$ cat src/rtl/l2_fwd_stall_pkg.sv
// Shared types and constants for the L2 forward-stall slice.
// spandex_types / spandex_consts mirror the codebase packages this block
// depends on; l2_fwd_stall_pkg holds the block-local helpers.

package spandex_types;
  typedef logic [4:0]  mix_msg_t;
  typedef logic [27:0] line_addr_t;
  typedef logic [3:0]  cache_id_t;
  typedef logic [4:0]  unstable_state_t;
endpackage

package spandex_consts;
  import spandex_types::*;

  localparam int N_REQS    = 8;
  localparam int REQS_BITS = 3;

  // Request-buffer transient states
  localparam unstable_state_t INVALID = 5'd0;
  localparam unstable_state_t ISD     = 5'd1;
  localparam unstable_state_t IMAD    = 5'd2;
  localparam unstable_state_t IMA     = 5'd3;
  localparam unstable_state_t MIA     = 5'd4;

  // Forward opcodes
  localparam mix_msg_t FWD_GETS    = 5'd1;
  localparam mix_msg_t FWD_GETM    = 5'd2;
  localparam mix_msg_t FWD_INV     = 5'd3;
  localparam mix_msg_t FWD_INV_LLC = 5'd4;

  // Request-buffer operation the top selects while peek_fwd is high
  localparam logic [2:0] L2_REQS_PEEK_FWD = 3'd5;
endpackage

package l2_fwd_stall_pkg;
  import spandex_types::*;
  import spandex_consts::*;

  // Forward message as held between capture and issue
  typedef struct packed {
    mix_msg_t   coh_msg;
    line_addr_t addr;
    cache_id_t  req_id;
  } fwd_msg_t;

  localparam logic [15:0] STALL_CYC_MAX = 16'hFFFF;

  // Invalidating forwards only have to wait out a pending ISD fill
  function automatic logic is_inv_fwd(input mix_msg_t msg);
    return (msg == FWD_INV) || (msg == FWD_INV_LLC);
  endfunction
endpackage

$ cat src/rtl/l2_fwd_stall_if.sv
// Forward-message handshake bundle: upstream queue into the stall unit and
// the held message out toward the forward handler.

interface l2_fwd_stall_if;
  import spandex_types::*;

  logic       fwd_in_valid;
  logic       fwd_in_ready;
  mix_msg_t   fwd_in_coh_msg;
  line_addr_t fwd_in_addr;
  cache_id_t  fwd_in_req_id;

  logic       fwd_out_valid;
  logic       fwd_out_ready;
  mix_msg_t   fwd_out_coh_msg;
  line_addr_t fwd_out_addr;
  cache_id_t  fwd_out_req_id;
  logic       fwd_out_replay;

  // Environment side: offers forwards, consumes issued ones
  modport master (
    output fwd_in_valid, fwd_in_coh_msg, fwd_in_addr, fwd_in_req_id,
    input  fwd_in_ready,
    input  fwd_out_valid, fwd_out_coh_msg, fwd_out_addr, fwd_out_req_id,
    input  fwd_out_replay,
    output fwd_out_ready
  );

  // Stall unit side
  modport slave (
    input  fwd_in_valid, fwd_in_coh_msg, fwd_in_addr, fwd_in_req_id,
    output fwd_in_ready,
    output fwd_out_valid, fwd_out_coh_msg, fwd_out_addr, fwd_out_req_id,
    output fwd_out_replay,
    input  fwd_out_ready
  );
endinterface

$ cat src/rtl/l2_fwd_stall.sv
// L2 forward stall unit: captures one forward, asks the request buffer
// whether it conflicts with an outstanding request, parks it until that
// entry reaches a safe state, then issues it downstream.

module l2_fwd_stall
  import spandex_types::*;
  import spandex_consts::*;
  import l2_fwd_stall_pkg::*;
(
  input  logic                                 clk,
  input  logic                                 rst,
  l2_fwd_stall_if.slave                        bus,
  output logic                                 peek_fwd,
  input  logic                                 set_fwd_stall,
  input  logic                                 clr_fwd_stall,
  input  logic [REQS_BITS-1:0]                 fwd_stall_i_wr_data,
  input  unstable_state_t [N_REQS-1:0]         reqs_state,
  output logic                                 fwd_stall,
  output logic [REQS_BITS-1:0]                 fwd_stall_i,
  output logic [15:0]                          stall_cycles
);

  typedef enum logic [1:0] {IDLE, PEEK, STALL, ISSUE} state_t;

  state_t               state_reg;
  fwd_msg_t             held_reg;
  logic                 in_ready_reg;
  logic                 peek_reg;
  logic                 stall_reg;
  logic [REQS_BITS-1:0] stall_i_reg;
  logic [15:0]          stall_cyc_reg;
  logic                 out_valid_reg;
  logic                 replay_reg;

  unstable_state_t      entry_state;
  logic                 stall_done;

  // Release test on the live state of the conflicting entry
  always_comb begin
    entry_state = reqs_state[stall_i_reg];
    stall_done  = (entry_state == INVALID) ||
                  (is_inv_fwd(held_reg.coh_msg) ? (entry_state != ISD)
                                                : (entry_state == MIA));
  end

  // Control FSM with registered outputs; reset drops any held message
  always_ff @(posedge clk or negedge rst) begin
    if (!rst) begin
      state_reg     <= IDLE;
      held_reg      <= '0;
      in_ready_reg  <= 1'b1;
      peek_reg      <= 1'b0;
      stall_reg     <= 1'b0;
      stall_i_reg   <= '0;
      stall_cyc_reg <= '0;
      out_valid_reg <= 1'b0;
      replay_reg    <= 1'b0;
    end else begin
      case (state_reg)
        IDLE: begin
          if (bus.fwd_in_valid) begin
            held_reg      <= '{coh_msg: bus.fwd_in_coh_msg,
                               addr:    bus.fwd_in_addr,
                               req_id:  bus.fwd_in_req_id};
            stall_cyc_reg <= '0;
            in_ready_reg  <= 1'b0;
            peek_reg      <= 1'b1;
            state_reg     <= PEEK;
          end
        end
        PEEK: begin
          // A stall verdict wins over a clear in the same cycle
          if (set_fwd_stall) begin
            peek_reg    <= 1'b0;
            stall_reg   <= 1'b1;
            stall_i_reg <= fwd_stall_i_wr_data;
            state_reg   <= STALL;
          end else if (clr_fwd_stall) begin
            peek_reg      <= 1'b0;
            out_valid_reg <= 1'b1;
            replay_reg    <= 1'b0;
            state_reg     <= ISSUE;
          end
        end
        STALL: begin
          if (stall_cyc_reg != STALL_CYC_MAX) begin
            stall_cyc_reg <= stall_cyc_reg + 16'd1;
          end
          if (stall_done) begin
            stall_reg     <= 1'b0;
            out_valid_reg <= 1'b1;
            replay_reg    <= 1'b1;
            state_reg     <= ISSUE;
          end
        end
        ISSUE: begin
          if (bus.fwd_out_ready) begin
            out_valid_reg <= 1'b0;
            in_ready_reg  <= 1'b1;
            state_reg     <= IDLE;
          end
        end
        default: state_reg <= IDLE;
      endcase
    end
  end

  assign bus.fwd_in_ready    = in_ready_reg;
  assign bus.fwd_out_valid   = out_valid_reg;
  assign bus.fwd_out_coh_msg = held_reg.coh_msg;
  assign bus.fwd_out_addr    = held_reg.addr;
  assign bus.fwd_out_req_id  = held_reg.req_id;
  assign bus.fwd_out_replay  = replay_reg;
  assign peek_fwd            = peek_reg;
  assign fwd_stall           = stall_reg;
  assign fwd_stall_i         = stall_i_reg;
  assign stall_cycles        = stall_cyc_reg;

endmodule

$ cat src/flat_wrapper.sv
// flat-port wrapper written by rule: the top's interface ports become plain ports
module l2_fwd_stall_flat import spandex_types::*; import spandex_consts::*; import l2_fwd_stall_pkg::*;
  (clk, rst, peek_fwd, set_fwd_stall, clr_fwd_stall, fwd_stall_i_wr_data, reqs_state, fwd_stall, fwd_stall_i, stall_cycles, bus_fwd_in_valid, bus_fwd_in_coh_msg, bus_fwd_in_addr, bus_fwd_in_req_id, bus_fwd_in_ready, bus_fwd_out_valid, bus_fwd_out_coh_msg, bus_fwd_out_addr, bus_fwd_out_req_id, bus_fwd_out_replay, bus_fwd_out_ready);
  l2_fwd_stall_if bus_i ();
  input  logic clk;
  input  logic rst;
  output logic peek_fwd;
  input  logic set_fwd_stall;
  input  logic clr_fwd_stall;
  input  logic [REQS_BITS-1:0] fwd_stall_i_wr_data;
  input  unstable_state_t [N_REQS-1:0] reqs_state;
  output logic fwd_stall;
  output logic [REQS_BITS-1:0] fwd_stall_i;
  output logic [15:0] stall_cycles;
  input wire logic [$bits(bus_i.fwd_in_valid)-1:0] bus_fwd_in_valid;
  input wire logic [$bits(bus_i.fwd_in_coh_msg)-1:0] bus_fwd_in_coh_msg;
  input wire logic [$bits(bus_i.fwd_in_addr)-1:0] bus_fwd_in_addr;
  input wire logic [$bits(bus_i.fwd_in_req_id)-1:0] bus_fwd_in_req_id;
  output wire logic [$bits(bus_i.fwd_in_ready)-1:0] bus_fwd_in_ready;
  output wire logic [$bits(bus_i.fwd_out_valid)-1:0] bus_fwd_out_valid;
  output wire logic [$bits(bus_i.fwd_out_coh_msg)-1:0] bus_fwd_out_coh_msg;
  output wire logic [$bits(bus_i.fwd_out_addr)-1:0] bus_fwd_out_addr;
  output wire logic [$bits(bus_i.fwd_out_req_id)-1:0] bus_fwd_out_req_id;
  output wire logic [$bits(bus_i.fwd_out_replay)-1:0] bus_fwd_out_replay;
  input wire logic [$bits(bus_i.fwd_out_ready)-1:0] bus_fwd_out_ready;
  assign bus_i.fwd_in_valid = bus_fwd_in_valid;
  assign bus_i.fwd_in_coh_msg = bus_fwd_in_coh_msg;
  assign bus_i.fwd_in_addr = bus_fwd_in_addr;
  assign bus_i.fwd_in_req_id = bus_fwd_in_req_id;
  assign bus_fwd_in_ready = bus_i.fwd_in_ready;
  assign bus_fwd_out_valid = bus_i.fwd_out_valid;
  assign bus_fwd_out_coh_msg = bus_i.fwd_out_coh_msg;
  assign bus_fwd_out_addr = bus_i.fwd_out_addr;
  assign bus_fwd_out_req_id = bus_i.fwd_out_req_id;
  assign bus_fwd_out_replay = bus_i.fwd_out_replay;
  assign bus_i.fwd_out_ready = bus_fwd_out_ready;
  l2_fwd_stall u_core (.clk(clk), .rst(rst), .bus(bus_i), .peek_fwd(peek_fwd), .set_fwd_stall(set_fwd_stall), .clr_fwd_stall(clr_fwd_stall), .fwd_stall_i_wr_data(fwd_stall_i_wr_data), .reqs_state(reqs_state), .fwd_stall(fwd_stall), .fwd_stall_i(fwd_stall_i), .stall_cycles(stall_cycles));
endmodule
$ cat config.mk
export PLATFORM = sky130hd
export DESIGN_NAME = l2_fwd_stall_flat
export DESIGN_NICKNAME = d
export VERILOG_FILES = /design/src/rtl/l2_fwd_stall_pkg.sv /design/src/rtl/l2_fwd_stall_if.sv /design/src/rtl/l2_fwd_stall.sv /design/src/flat_wrapper.sv
export SDC_FILE = /design/constraint.sdc
export NUM_CORES = 1
export LEC_CHECK = 0
export CELL_PAD_IN_SITES_DETAIL_PLACEMENT = 1
export CELL_PAD_IN_SITES_GLOBAL_PLACEMENT = 1
export CORE_MARGIN = 5
export CORE_UTILIZATION = 31
export DETAILED_ROUTE_END_ITERATION = 8
export PLACE_DENSITY = 0.87
export SYNTH_ARGS = -nofsm -noshare
export SYNTH_HDL_FRONTEND = slang
export SYNTH_SLANG_ARGS = --single-unit
$ cat constraint.sdc
create_clock -name clk -period 2.71 [get_ports clk]
set_input_delay 0.813 -clock clk [delete_from_list [all_inputs] [get_ports clk]]
set_output_delay 0.813 -clock clk [all_outputs]
set_load 0.02 [all_outputs]
Word-level counts from Yosys, hierarchy flattened
Index checks and enable logic that the tools add are counted.
- add/sub/neg operators: 1
- magnitude comparators: 1
- equal/unequal tests: 16
- muxes and demuxes: 29
- reduce and logical (&&, ||, !) cells: 18
- operator list (operator ; count):
    $mux 16 ; 2
    $pmux 16 s2 ; 1
    $add 16x1->16 const B ; 1
    $ne 16x16->1 const B ; 1
    $bmux 5 s3 ; 1
    $mux 1 ; 13
    $reduce_and 3->1 ; 4
    $eq 5x3->1 const B ; 2
    $mux 2 ; 5
    $ne 2x2->1 const B ; 5
    $pmux 1 s2 ; 4
    $pmux 2 s4 ; 1
    $reduce_and 4->1 ; 2
    $reduce_bool 2->1 ; 4
    $eq 5x2->1 const B ; 1
    $logic_not 5->1 ; 1
    $mux 5 ; 1
    $ne 5x1->1 const B ; 1
    $reduce_and 5->1 ; 1
    $eq 2x2->1 const B ; 2
    $lt 3x4->1 const B ; 1
    $ne 2x1->1 const B ; 2
    $reduce_and 2->1 ; 2
    $ne 3x3->1 const B ; 1
    5 further kinds ; 6
- flip-flop bits (word level): 63
- bits of input ports: 86
- logic and storage cells: 76

Depth between registers and ports, before layout
- depth in word-level cells: 7
- mapped depth: 9

Worst setup path after synthesis
No wires, ideal clock.
- kind: input-to-reg
- from: input reqs_state[36] in the netlist's numbering
- to: register u_core.state_reg[1]
- setup time: 0.128 ns
- data arrival time: 2.291 ns
- path slack: 0.292 ns
- stages: 6
- path buffers: 0
- cell sequence: mux4_2 > mux2i_4 > o311a_1 > a31oi_1 > a21oi_1 > mux2_1
- cells in the longest elaborated chain, start to end: 7
- elaborated cells on any way between the ends: 9
- those cells by class: eq/ne (3); mux (3); reduce/logical (3)
- RTL lines (what ; RTL line ; text):
    from (decl) ; flat_wrapper.sv:11 ; input unstable_state_t [N_REQS-1:0] reqs_state;
    $bmux 5 s3 (*) ; l2_fwd_stall.sv:40 ; entry_state = reqs_state[stall_i_reg];
    $mux 5 (not written as such) (*) ; l2_fwd_stall.sv:40 ;
    $eq 5x3->1 or $ne 5x1->1 (tied branches) ; l2_fwd_stall.sv:43, l2_fwd_stall.sv:42 ;
    $mux 1 ; l2_fwd_stall.sv:42 ; (is_inv_fwd(held_reg.coh_msg) ? (entry_state != ISD)
    $logic_or 1x1->1 (*) ; l2_fwd_stall.sv:41 ; stall_done = (entry_state == INVALID) ||
    $ne 2x1->1 (no line) (*) ; -- ;
    $reduce_and 4->1 (no line) (*) ; -- ;
    to (signal assigned) ; l2_fwd_stall.sv:49 ; state_reg <= IDLE;
    to (signal assigned) ; l2_fwd_stall.sv:68 ; state_reg <= PEEK;
    to (signal assigned) ; l2_fwd_stall.sv:77 ; state_reg <= STALL;
    to (decl) ; l2_fwd_stall.sv:25 ; state_t state_reg;
Every way passes the cells marked *; elsewhere a longest branch is shown, timed or not. The select of a mux whose other input is x is not followed.
A chain may end at the register's enable or synchronous reset.

Worst setup path after layout
- from: input reqs_state[26] in the netlist's numbering
- to: register u_core.state_reg[1]
Same word-level chain as after synthesis.

==> metrics.txt <==
Starting Density a little under a third; Pint about 3.2 mW; setup violators final 0; clk sinks 63; synthesized area about 3200 sq um; power consumption 5.24 mW; #FFs+latches synth 63; layout cell share with drive strength beyond 1 18.4%; asr flop ratio synth 100%; first-pass GRT wire length between 15000 and 20000 um; Max Fanout on Critical Path 2; die area 12400 sq um; Final Hold Fails 0; Vias 2812; Skew-Pair Late Insertion Delay 330 ps; Clk Tree Root Cell clkbuf_8; Max Fclk 381 MHz; PnR worst setup slack 83.7 ps; Post-synth EDFFs 0; CP arrival 2840 ps; CTS resizes 0; R2R Setup Slk 290 ps; combinational power share 52.9%; Clock Skew just over 4 ps; TritonCTS clock tree built; setup bufs post-CTS 0; drt first-iter violations 100; Tot GR Track Use ~16%; DP Wirelength 7980 um; WL final between 9000 and 10000 um; r2r endpoint u_core.stall_cycles[9]$_DFFE_PN0P_; Final ANT Viol Nets 0; Max Slew Vio Count 0; YS warnings 0; part of the power in registers 31.1%; fin crit share 96.9%; vias per cell a little under 5; DRC 0; Tmin final 2630 ps; WL/cell 17.5 um; Longest Clk Path Bufs 2; Final Wtd Congestion 0.765; H-tree Lvls 3; Sw Ratio 39.0%; core region area 10200 sq um; top_reg_cell synth dfrtp_1; Netlist cell types 50; synth-to-layout area growth 58.3%; antenna violations before repair 0; headroom to the max-slew limit 64.9%; # port buffers 146; Clk pwr share ~16%; CP startpoint kind primary input; gr ovfl total 0; clock-pin slew on the worst setup and hold paths ~80 ps; RSZ-0062 raised after global routing no; Worst-Margin Slew 527 ps; Post-Route Setup TNS 0 ps; hold_buf cts 0; number of global-route vias before repair 3193; Die Height 111 um; Setup crit end kind flip-flop; number of CTS-inserted buffers 9; register area share after synthesis 49.5%; # rows 37; cells after synthesis 272; cell area power density 1040 nW/um^2; I/O Pins approximately 150; Pre-antenna DRT Iters 4; worst slack, placed -273 ps; MaxCap Viol Count 0; status complete, no violations; Hold Path Class in2async; Horiz. Die Dim ~110 um; max reg flops 28; R2R Path Start u_core.state_reg[0]$_DFFE_PN0P_; VDD IR max 0.000469 V; Net Switching 2.05 mW; critical path required time 2930 ps; Layout Nets 520; Setup CP Type in2reg; R2R depth 8; P_leak 2.00 nW; Mean Syn Cell Area ~12 sq um; syn nets 363; pin count of the biggest net entering global routing 40
## cell type report
class	instances	area (sq um)
Antenna cell	1	2.50
Clock buffer	9	124
Clock inverter	7	80.1
Fill cell	1127	5140
Inverter	10	37.5
Multi-Input combinational cell	189	1520
Sequential cell	63	1580
Tap cell	136	170
Timing Repair Buffer	156	1530
## synthesized netlist by cell type, drive strengths merged, types with 2 or more instances
library cell,instances,area [sq um]
o311a,2,20.0
o211ai,3,22.5
o21ai,14,73.8
dfrtp,62,1550
mux2,42,473
nor4,3,18.8
xnor2,9,78.8
o221ai,2,17.5
nor3,13,65.1
o31a,2,17.5
nand4,3,18.8
nor3b,2,15.0
nand2,21,78.8
mux2i,3,42.5
o311ai,2,42.6
mux4,6,139
nor2,18,67.6
nand3,4,20.0
inv,10,37.5
nand2b,4,25.0
nor2b,3,18.8
buf,4,28.8
a21oi,11,55.1
ha,5,62.6
clkbuf,6,22.5
## metal layers
metal	GRT usage [%]	vias up	part of all wire (%)
met2	30.0	99	54
met5	0	-	0
met3	5.27	15	7.2
met1	17.4	1396	36
met4	5.19	0	2.3
li1	-	1302	-
## cell usage in the layout (no fill, tap or decap), drive strengths merged, types with 3 or more instances in the layout
cell,count
a21oi,11
buf,11
clkbuf,9
clkdlybuf4s50,145
dfrtp,62
ha,5
inv,12
mux2,42
mux2i,3
mux4,6
nand2,21
nand2b,4
nand3,4
nand4,3
nor2,18
nor2b,3
nor3,13
nor4,3
o211ai,3
o21ai,14
xnor2,9
## how the worst max path moves through the flow
stage                   startpoint  slack, ps                              end
finish              reqs_state[26]         80  u_core.state_reg[1]$_DFFE_PN0P_
global route        reqs_state[26]         20  u_core.state_reg[1]$_DFFE_PN0P_
CTS                 reqs_state[26]         90  u_core.state_reg[1]$_DFFE_PN0P_
detailed placement  reqs_state[26]       -270  u_core.state_reg[1]$_DFFE_PN0P_
global placement    reqs_state[21]       -180  u_core.state_reg[1]$_DFFE_PN0P_
floorplan           reqs_state[36]        290  u_core.state_reg[1]$_DFFE_PN0P_
## stage by stage
step	instance area, sq um	hold slack, ps	instances	utilization, %
global route	5040	515	570	49.5
floorplan	3190	517	272	-
global placement	4840	488	554	47.5
detailed placement	4840	492	554	47.5
CTS	5040	493	570	49.5
finish	5040	498	571	49.5
## critical path, stage by stage
cell and delay [ps]:
clkdlybuf4s50_1 410, mux4_2 500, mux2i_4 200, o311a_1 210
a31oi_1 120, a21oi_1 250, mux2_1 340
## power groups by stage
stage	Clock [mW]	Sequential, mW	Combinational, mW
after floorplan	0	1.98	1.22
after global placement	0	1.62	2.70
after detailed placement	0	1.66	2.80
after CTS	0.878	1.64	2.81
after global routing	0.919	1.70	2.96
final	0.838	1.63	2.77
## logic make-up (layout without fill, tap and decap cells)
group / Yosys count / count (layout) / synth area share [%]
compound gates: 45 / 45 / 10.6
xor+xnor: 9 / 9 / 2.47
fa+ha+maj: 5 / 5 / 1.96
buf+inv: 20 / 182 / 2.79
flops: 63 / 63 / 49.5
mux: 51 / 51 / 20.5
other cells: 0 / 1 / 0
simple gates: 79 / 79 / 12.1
No activity file was read; power rests on OpenSTA's default activity.
==> edit: new RTL, same settings <==
Make the reset (`rst`) synchronous in one clocked block.
--- a/src/rtl/l2_fwd_stall.sv
+++ b/src/rtl/l2_fwd_stall.sv
@@ -46,3 +46,3 @@
   // Control FSM with registered outputs; reset drops any held message
-  always_ff @(posedge clk or negedge rst) begin
+  always_ff @(posedge clk) begin
     if (!rst) begin
Formal check against the unedited RTL: differs if rst is asserted again (counterexample within 4 cycles, from zero or initial values and one cycle with rst low); with rst held inactive, the same outputs for 10 cycles.
==> edit against the original RTL <==
Sequential power is 28% lower; synthesized area fell by 8.2%; die area shrank 7.5%; design area fell by 4.6%; worst setup slack better by 13 ps; critical path type unchanged; synthesized cell count up 32%; highest routed layer unchanged; power down 35%; sequential cell count did not move; maximum frequency rose by 0.50%; wire length increased by 8.5%; via count rose by 16%.
==> edit: results (changes against the original RTL) <==
- The post-placement cell count is 631 (+14%).
- The share of the clock period used by the worst path after layout is 96.4% (-0.48 points).
- The met2 global-route usage is 33.7% (+3.7 points).
- The relative area of clock buffers and inverters in the final design was 4.11% (+0.067 points).
- The count of mapped cells out of synthesis is 360 (+32%).
- The path type of the worst min-delay path is register to register.
- The met3 wire length was 895 um (+25%).
- The non-clock inverter count in the final layout is 12 (+2).
- The met1 layer usage reported by global route came to 19.4% (+2.0 points).
- The amount of wire on met2 after detailed routing was 5520 um (+2.4%).
- The final design instance area without fill is 4810 sq um (-4.6%).
- The number of signal-net buffers in the layout is 161 (+3.2%).
- The mux cell area share after synthesis is 6.54% (-14 points).
- The non-clock buffering overhead in the final layout is 32.7% (+2.4 points).
- The ratio of routed vias to standard cells was 5.04 (+2.2%).
- The largest stage delay on the critical path is 480 ps (-20 ps).
- The overall routed net length is 10800 um (+8.5%).
- In this run the worst setup path begins at reqs_state[31].
- The post-DP HPWL was 8340 um (+4.5%).
- The filler-free cell count of the finished design is 649 (+14%).
- The number of global-route vias before repair is 3462 (+8.4%).
- The cell area reported after detailed placement is 4580 sq um (-5.4%).
- The worst clock skew is 8.17 ps (+4.11 ps).
- The antenna diode instance count was 0 (-1).
- The static power due to leakage came to 1.70 nW (-15%).
- The run finished with clean final reports.
- The relative slew slack was 18.9% (-46 points).
- The commonest cells after synthesis are 90 x sky130_fd_sc_hd__nand2_1, 63 x sky130_fd_sc_hd__dfxtp_1, 52 x sky130_fd_sc_hd__a21oi_1.
- The worst register-to-register path ends at u_core.stall_cycles[15].
- The post-synthesis xor/xnor area fraction is 3.29% (+0.82 points).
- The arrival time at the worst endpoint was 2850 ps (about the same).
- The worst-case hold slack is 456 ps (-41.4 ps).
- The wire length of the first global-routing pass is 17000 um (+4.2%).
- The final-stage net count is 606 (+17%).
- The most critical setup path has its endpoint at u_core.state_reg[0].
- The worst reg-to-reg path cell count came to 5 (-3).
- The met3 track demand over resource is 6.08% (+0.81 points).
- The number of combinational gates with multiple inputs came to 268 (+42%).
- The worst register-to-register path begins at u_core.stall_cycles[9].
- The maximum net fanout on the critical path is 5 (+3).
- In the post-synthesis netlist, the biggest area contributors are sky130_fd_sc_hd__dfxtp_1 43%, sky130_fd_sc_hd__nand2_1 12%, sky130_fd_sc_hd__a21oi_1 8.9%, sky130_fd_sc_hd__mux4_2 3.8%, sky130_fd_sc_hd__nor2_1 3.1%.
- The number of fillers in the final layout was 1100 (-2.4%).
- The number of clock-tree buffers in the layout came to 10 (+1).
- The register fraction of the total cell area is 26.2% (-5.1 points).
- The adder-cell share of the synthesized area is 2.14% (+0.17 points).
- The starting DRC count in detailed routing came to 116 (+16%).
- The pin count of the biggest net entering global routing is 38 (-5.0%).
- The share of layout cells above drive strength 1 is 8.65% (-9.8 points).
- The met1 wire length is 4170 um (+15%).
- The register area share after synthesis was 43.1% (-6.4 points).
- The total track usage is 18.6% (+2.4 points).
## edit: cell types whose count changed in the layout (fill, tap and decap cells not counted), moves of 6 or more
| cell | delta |
|---|---|
| sky130_fd_sc_hd__nand2_1 | +69 |
| sky130_fd_sc_hd__dfxtp_1 | +63 |
| sky130_fd_sc_hd__dfrtp_1 | -62 |
| sky130_fd_sc_hd__a21oi_1 | +41 |
| sky130_fd_sc_hd__mux2_2 | -39 |
| sky130_fd_sc_hd__nor3_1 | -7 |
| sky130_fd_sc_hd__nor2_1 | +6 |
## edit: what timing repair did
action | CTS | global route
hold buffers | 0 | 0
gates resized for setup | 0 | 4
buffers inserted | 0 | 2
setup endpoints to repair | 0 | 3
## edit: power breakdown
| group | internal, W | switching [W] | total, W |
|---|---|---|---|
| Clock | 0.000445 | 0.000385 | 0.000830 |
| Combinational | 0.000638 | 0.000776 | 0.00141 |
| Sequential | 0.00107 | 0.000109 | 0.00118 |
